### config.mk
export PLATFORM = sky130hd
export DESIGN_NAME = vpu_dst_port
export DESIGN_NICKNAME = d
export VERILOG_FILES = /design/src/rtl/vpu_dst_port.sv
export SDC_FILE = /design/constraint.sdc
export NUM_CORES = 1
export LEC_CHECK = 0
export CORE_ASPECT_RATIO = 1.75
export CORE_UTILIZATION = 51
export CTS_CLUSTER_SIZE = 28
export DETAILED_ROUTE_END_ITERATION = 7
export GPL_TIMING_DRIVEN = 1
export PLACE_DENSITY = 0.81
export SLEW_MARGIN = 20
export SYNTH_ARGS = -nofsm -noshare
export SYNTH_HDL_FRONTEND = slang
export SYNTH_SLANG_ARGS = --single-unit
### constraint.sdc
create_clock -name clk -period 5.64 [get_ports clk]
set_input_delay 1.128 -clock clk [delete_from_list [all_inputs] [get_ports clk]]
set_output_delay 1.128 -clock clk [all_outputs]
set_load 0.01 [all_outputs]
### src/rtl/vpu_dst_port.sv
// VPU destination port: buffers ALU results and writes them to SRAM.
// Define VPU_DST_PORT_OVF_FLAG_EN to enable the sticky ovf_o flag.
module vpu_dst_port #(
  parameter int OPCODE_WIDTH = 32,
  parameter int ADDR_WIDTH   = 10,
  parameter int LEN_WIDTH    = 10,
  parameter int FIFO_DEPTH   = 4
) (
  input  logic                    clk,
  input  logic                    rst,
  input  logic                    start_i,
  input  logic [ADDR_WIDTH-1:0]   base_addr_i,
  input  logic [LEN_WIDTH-1:0]    len_i,
  input  logic [OPCODE_WIDTH-1:0] result_i,
  input  logic                    result_done_i,
  output logic                    wr_valid_o,
  output logic [ADDR_WIDTH-1:0]   wr_addr_o,
  output logic [OPCODE_WIDTH-1:0] wr_data_o,
  input  logic                    wr_ready_i,
  output logic                    busy_o,
  output logic                    done_o,
  output logic                    ovf_o
);

  localparam int PW = $clog2(FIFO_DEPTH);
  localparam int CW = LEN_WIDTH + 1;

  typedef enum logic [1:0] {
    S_IDLE,
    S_RUN,
    S_FINISH
  } state_t;

  state_t                  state_q;
  logic [ADDR_WIDTH-1:0]   base_q;
  logic [CW-1:0]           len_q;
  logic [CW-1:0]           in_cnt_q;
  logic [CW-1:0]           out_cnt_q;
  logic                    busy_q;
  logic                    done_q;

  logic [OPCODE_WIDTH-1:0] mem_q [FIFO_DEPTH];
  logic [PW-1:0]           wr_ptr_q;
  logic [PW-1:0]           rd_ptr_q;
  logic [PW:0]             cnt_q;

  logic empty;
  logic full;
  logic pop;
  logic req;
  logic push;
  logic last;

  assign empty = (cnt_q == '0);
  assign full  = (cnt_q == (PW+1)'(FIFO_DEPTH));
  assign pop   = !empty && wr_ready_i;
  assign req   = (state_q == S_RUN) && result_done_i
              && (in_cnt_q < len_q);
  // A pop in the same cycle frees a slot, so a full FIFO can still accept
  assign push  = req && (!full || pop);
  assign last  = pop && ((out_cnt_q + CW'(1)) == len_q);

  assign wr_valid_o = !empty;
  assign wr_data_o  = empty ? '0 : mem_q[rd_ptr_q];
  assign wr_addr_o  = base_q + ADDR_WIDTH'(out_cnt_q);
  assign busy_o     = busy_q;
  assign done_o     = done_q;

  always_ff @(posedge clk or posedge rst) begin
    if (rst) begin
      state_q   <= S_IDLE;
      base_q    <= '0;
      len_q     <= '0;
      in_cnt_q  <= '0;
      out_cnt_q <= '0;
      busy_q    <= 1'b0;
      done_q    <= 1'b0;
    end else begin
      done_q <= 1'b0;
      if (push) in_cnt_q <= in_cnt_q + CW'(1);
      if (pop)  out_cnt_q <= out_cnt_q + CW'(1);
      unique case (state_q)
        S_IDLE: begin
          if (start_i) begin
            base_q    <= base_addr_i;
            len_q     <= {1'b0, len_i};
            in_cnt_q  <= '0;
            out_cnt_q <= '0;
            if (len_i == '0) begin
              state_q <= S_FINISH;
              done_q  <= 1'b1;
            end else begin
              state_q <= S_RUN;
              busy_q  <= 1'b1;
            end
          end
        end
        S_RUN: begin
          if (last) begin
            state_q <= S_FINISH;
            busy_q  <= 1'b0;
            done_q  <= 1'b1;
          end
        end
        S_FINISH: begin
          state_q <= S_IDLE;
        end
        default: begin
          state_q <= S_IDLE;
          busy_q  <= 1'b0;
        end
      endcase
    end
  end

  always_ff @(posedge clk or posedge rst) begin
    if (rst) begin
      wr_ptr_q <= '0;
      rd_ptr_q <= '0;
      cnt_q    <= '0;
      for (int i = 0; i < FIFO_DEPTH; i++) begin
        mem_q[i] <= '0;
      end
    end else begin
      if (push) begin
        mem_q[wr_ptr_q] <= result_i;
        wr_ptr_q        <= wr_ptr_q + PW'(1);
      end
      if (pop) rd_ptr_q <= rd_ptr_q + PW'(1);
      unique case ({push, pop})
        2'b10:   cnt_q <= cnt_q + (PW+1)'(1);
        2'b01:   cnt_q <= cnt_q - (PW+1)'(1);
        default: cnt_q <= cnt_q;
      endcase
    end
  end

`ifdef VPU_DST_PORT_OVF_FLAG_EN
  logic ovf_q;
  logic drop;

  assign drop  = req && full && !pop;
  assign ovf_o = ovf_q;

  always_ff @(posedge clk or posedge rst) begin
    if (rst) begin
      ovf_q <= 1'b0;
    end else if ((state_q == S_IDLE) && start_i) begin
      ovf_q <= 1'b0;
    end else if (drop) begin
      ovf_q <= 1'b1;
    end
  end
`else
  assign ovf_o = 1'b0;
`endif

endmodule

### Yosys cells after proc, flatten, opt, wreduce, memory -nomap -nowiden

Index checks and enable logic that the tools add are counted.

| storage, ports and cells | value |
|---|---|
| register bits after elaboration | 181 |
| bits in latches | 0 |
| bits in writable memories | 0 |
| ROM bits | 0 |
| input bits | 57 |
| output and inout port bits | 46 |
| word-level logic and storage cells | 79 |
| memories kept | 0 |

| cells by class | value |
|---|---|
| add/sub/neg operators | 7 |
| multipliers | 0 |
| divide/modulo/power cells | 0 |
| magnitude comparators | 4 |
| eq/ne operators | 9 |
| shift operators | 0 |
| mux-type cells | 26 |
| bitwise gates (word level) | 3 |
| reduce and logical (&&, ||, !) cells | 16 |

Operators with widths:

| kind | number |
|---|---|
| bitwise mux 128 bit | 1 |
| 2-to-1 mux 32 bit | 4 |
| 2-to-1 mux 11 bit | 6 |
| binary-select mux 32 bit (select 2 bit) | 1 |
| demux 32 bit (select 2 bit) | 1 |
| adder 11 x 1 -> 11 bit (second input constant) | 2 |
| equality test 11 x 10 -> 1 bit | 1 |
| less-than comparator 11 x 10 -> 1 bit | 1 |
| adder 10 bit | 1 |
| zero test 10 bit | 1 |
| >= comparator 3 bit (second input constant) | 2 |
| logical AND 1 bit | 6 |
| 2-to-1 mux 1 bit | 6 |
| 2-to-1 mux 2 bit | 3 |
| != test 2 bit (second input constant) | 3 |
| inverter 2 -> 3 bit | 2 |
| case mux 3 bit (2 select lines) | 1 |
| adder 2 x 1 -> 2 bit (second input constant) | 2 |
| equality test 2 x 1 -> 1 bit (second input constant) | 2 |
| equality test 2 bit (second input constant) | 2 |
| case mux 2 bit (2 select lines) | 1 |
| AND reduction 2 bit | 2 |
| AND reduction 4 bit | 1 |
| adder 3 x 1 -> 3 bit (second input constant) | 1 |
| 11 further kinds | 12 |

### Depth between registers and ports, before layout

| depth | value |
|---|---|
| word-level depth | 8 |
| mapped depth | 13 |
| depth with buffers taken out | 12 |

### Worst setup path after synthesis

OpenSTA, ideal clock, no wires.

| timing path | value |
|---|---|
| kind | input-to-reg |
| from | input port wr_ready_i |
| to | register cnt_q[2] |
| setup time | 0.079 ns |
| arrival | 3.000 ns |
| data required time | 5.561 ns |
| setup slack | 2.561 ns |
| cell stages on the path | 10 |
| path buffers | 1 |
| cell sequence | nor4b_1 nor4_4 buf_6 o21ai_2 ha_1 inv_1 fa_1 xor2_1 nor2_1 xor2_1 |

| between the ends | value |
|---|---|
| word-level cells in the longest chain between the ends | 5 |
| elaborated cells between the ends (all ways) | 7 |
| classes of those cells | eq/ne (2); mux (1); reduce/logical (4) |

RTL lines:

| what | line | source |
|---|---|---|
| start: declaration | 19 | `input logic wr_ready_i,` |
| logical AND 1 bit (*) | 56 | `assign pop = !empty && wr_ready_i;` |
| logical OR 1 bit | 60 | `assign push = req && (!full \|\| pop);` |
| logical AND 1 bit | 60 |  |
| equality test 2 x 1 -> 1 bit / equality test 2 bit (equally long branches) | 130 | `unique case ({push, pop})` |
| case mux 3 bit (2 select lines) / nonzero test 2 bit (equally long branches) | - |  |
| end signal: assignment | 131 | `2'b10: cnt_q <= cnt_q + (PW+1)'(1);` |
| end signal: assignment | 132 | `2'b01: cnt_q <= cnt_q - (PW+1)'(1);` |
| end signal: assignment | 133 | `default: cnt_q <= cnt_q;` |
| end: declaration | 45 | `logic [PW:0] cnt_q;` |

Every way passes the cells marked *; elsewhere a longest branch is shown, timed or not.
A chain may end at the register's enable or synchronous reset.

### Worst setup path in the final report

| timing path | value |
|---|---|
| from | register out_cnt_q[0] |
| to | output port wr_addr_o[8] |

| between the ends | value |
|---|---|
| word-level cells in the longest chain between the ends | 1 |

RTL lines:

| what | line | source |
|---|---|---|
| start: declaration | 38 | `logic [CW-1:0] out_cnt_q;` |
| start signal: assignment | 81 | `if (pop) out_cnt_q <= out_cnt_q + CW'(1);` |
| adder 10 bit | 65 | `assign wr_addr_o = base_q + ADDR_WIDTH'(out_cnt_q);` |
| end: declaration | 17 | `output logic [ADDR_WIDTH-1:0] wr_addr_o,` |

Every way passes these cells.

==> flow_summary_export.csv <==
group,metric,value,unit
global_route,grt_first_pass_wirelength,32590,um
synth,syn_nets,811,
clock_tree,cts_buffers,17,
synth,synth_mux_area_frac,0.2522,
synth,yosysWarnings,0,
clock_tree,ctsResizeCount,0,
place,place.gp.congestion,0.8172,
drt,vias,6025,
global_route,antenna_found_initial,0,
floorplanning,fp.dieArea,18810,sq um
sta,rsz0062_at_grt,"no",
sta,tightest_slew,1032,ps
finish,antenna_cells,0,
sta,fmax,234.0,MHz
finish,final_cell_mix,"dfrtp_1 (180), clkdlybuf4s50_1 (101), mux2_1 (90)",
drt,drc,0,
sta,finalCritPeriodShare,0.7577,
finish,final_common_cell,"dfrtp_1",
status,outcome,"finished, final reports clean",
drt,first_pass_iters,4,
synth,ys.flop_type,"dfrtp_1",
critical_path,worst-path-max-fanout,5,
synth,async_flop_share,1.000,
flow_run,cap_violations,0,
power,vdd_ir_drop_max,300.4,uV
power,power.density,596.8,nW/um^2
floorplanning,core,17970,sq um
drt,drt-total-wl,19420,um
critical_path,crit_path_end_kind,"output port",
global_route,grtUsageTotal,0.2212,
clock_tree,cts_tree,"built",
synth,synth_xor_area_frac,0.03484,
floorplanning,ios,103,
floorplanning,dieWidth,104.1,um
clock_tree,cts_htree_levels,4,
clock_tree,clk_pin_slew_worst_paths,80,ps
floorplanning,rows,65,
finish,nets,901,
clock_tree,cts_sinks,181,
floorplanning,initial_core_util,0.5176,
synth,yosys_register_bits,181,
place,io_buffer_count,101,
sta,tns,0,ps
synth,yosysUniqueCellTypes,55,
drt,vias_per_cell,5.663,
global_route,grt_max_degree,158,
synth,synth_top_family_by_area,"multiplexers",
sta,setup_viol,0,
synth,synth_fa_ha_area_frac,0.03793,
clock_tree,cts_max_path_buffers,2,
drt,drtIter0Drc,220,
synth,seq_area_frac_synth,0.4869,
clock_tree,post_cts_buffers,0,
place,place_hpwl,12670,um
clock_tree,hold_buffers,0,
sta,holdWs,475.2,ps
global_route,grt_overflow,0,
sta,hold_viol_final,0,
synth,avgSynthCellArea,12.80,sq um
sta,slew_headroom,0.3066,
finish,fin_area,11090,sq um
place,placed_cell_area,10500,sq um
drt,wl_per_cell,18.25,um
sta,finalMaxSlewViolations,0,
finish,drive_above_1_share,0.1566,
hold_path,hp-class,"reg -> reg",
synth,synth_compound_area_frac,0.06079,
floorplanning,die_height,180.7,um
synth,synth_edf_count,0,
synth,syn_inst,727,
critical_path,crit_type,"reg -> out",
finish,area_growth,19.26,%
synth,synth-simple-area-share,0.09496,
critical_path,cp.required,4510,ps
power,p_leak,0.004840,uW
clock_tree,clk_latency,430,ps
global_route,grt_pass1_vias,6397,
critical_path,r2r_setup_slack,2440,ps
clock_tree,root_buffer,"clkbuf_16",
sta,final.min_clock_period,4274,ps
critical_path,arrival,3150,ps
critical_path,crit_path_start_kind,"flop",
sta,clock_skew,15.19,ps
synth,synth_area,9303,sq um
drt,ant_nets,0,
metrics by stage:
stage               total power, uW  instances    util  worst slack, ps
floorplan                      4349        727       -             2189
global placement               5360       1032  0.5840             1768
detailed placement             5469       1032  0.5840             1712
CTS                            6700       1064  0.6173             1340
global route                   7044       1064  0.6173             1165
finish                         6622       1064  0.6173             1366
worst paths after layout:
check                                             from  cells past startpoint                endpoint
worst max-delay path            out_cnt_q[0]$_DFF_PP0_                     10            wr_addr_o[8]
worst min-delay path            in_cnt_q[10]$_DFF_PP0_                      2  in_cnt_q[10]$_DFF_PP0_
worst max register to register    len_q[8]$_DFFE_PP0P_                     12    cnt_q[2]$_DFFE_PP0P_
worst min register to register  in_cnt_q[10]$_DFF_PP0_                      2  in_cnt_q[10]$_DFF_PP0_
max in group asynchronous                          rst                      3   mem_q[46]$_DFFE_PP0P_
min in group asynchronous                          rst                      2   base_q[4]$_DFFE_PP0P_
routing by layer:
metal,GRT usage,part of all wire,vias up
li1,-,-,2766
met1,0.2560,0.40,3115
met2,0.4120,0.56,125
met3,0.03363,0.027,19
met4,0.07486,0.017,0
met5,0,0,-
cells by family after synthesis:
group,count (synthesis)
flops,181
simple gates,174
mux,167
compound gates,76
buf+inv,64
xor+xnor,37
fa+ha+maj,27
other cells,1
flip-flops by register name, summed over array words and instances, names as in the netlist, 2 cells and up:
| register | flops |
|---|---|
| mem_q | 128 |
| cnt_q | 3 |
| state_q | 2 |
| rd_ptr_q | 2 |
| base_q | 10 |
| len_q | 10 |
| out_cnt_q | 11 |
| in_cnt_q | 11 |
| wr_ptr_q | 2 |
Yosys cell counts (14+ instances only):
cell type	instances	area share
dfrtp_1	181	0.49
mux2_1	90	0.11
nand2_1	67	0.027
and2_1	32	0.022
mux4_2	32	0.077
mux2_4	30	0.048
ha_1	25	0.034
inv_1	23	0.0093
xnor2_1	23	0.022
o21ai_0	22	0.012
nor2_1	18	0.0073
clkbuf_1	17	0.0069
buf_2	16	0.0086
a21oi_1	14	0.0075
xor2_1	14	0.013
where the power goes:
group          switching [uW]  total, uW  internal, uW
logic                    1230       3060          1830
registers                 485       2390          1900
clock network             570       1180           607
critical path: stages, from the launching register on:
cell             delay, ps
dfrtp_1                480
ha_1                   220
inv_1                   50
fa_1                   390
nor2b_1                120
o21ai_0                100
a21boi_0               260
o21ai_0                150
a21oi_1                220
xor2_1                 170
clkdlybuf4s50_1        560
final cells by class:
class | count | area [sq um]
fillers | 1421 | 6879
flip-flops and latches | 181 | 4531
multi-input cells | 482 | 4481
repair buffers | 111 | 1099
clock buffers | 18 | 439.2
well taps | 234 | 292.8
clock inverters | 14 | 158.9
inverters | 24 | 93.84
(Power assumes the default switching activity.)
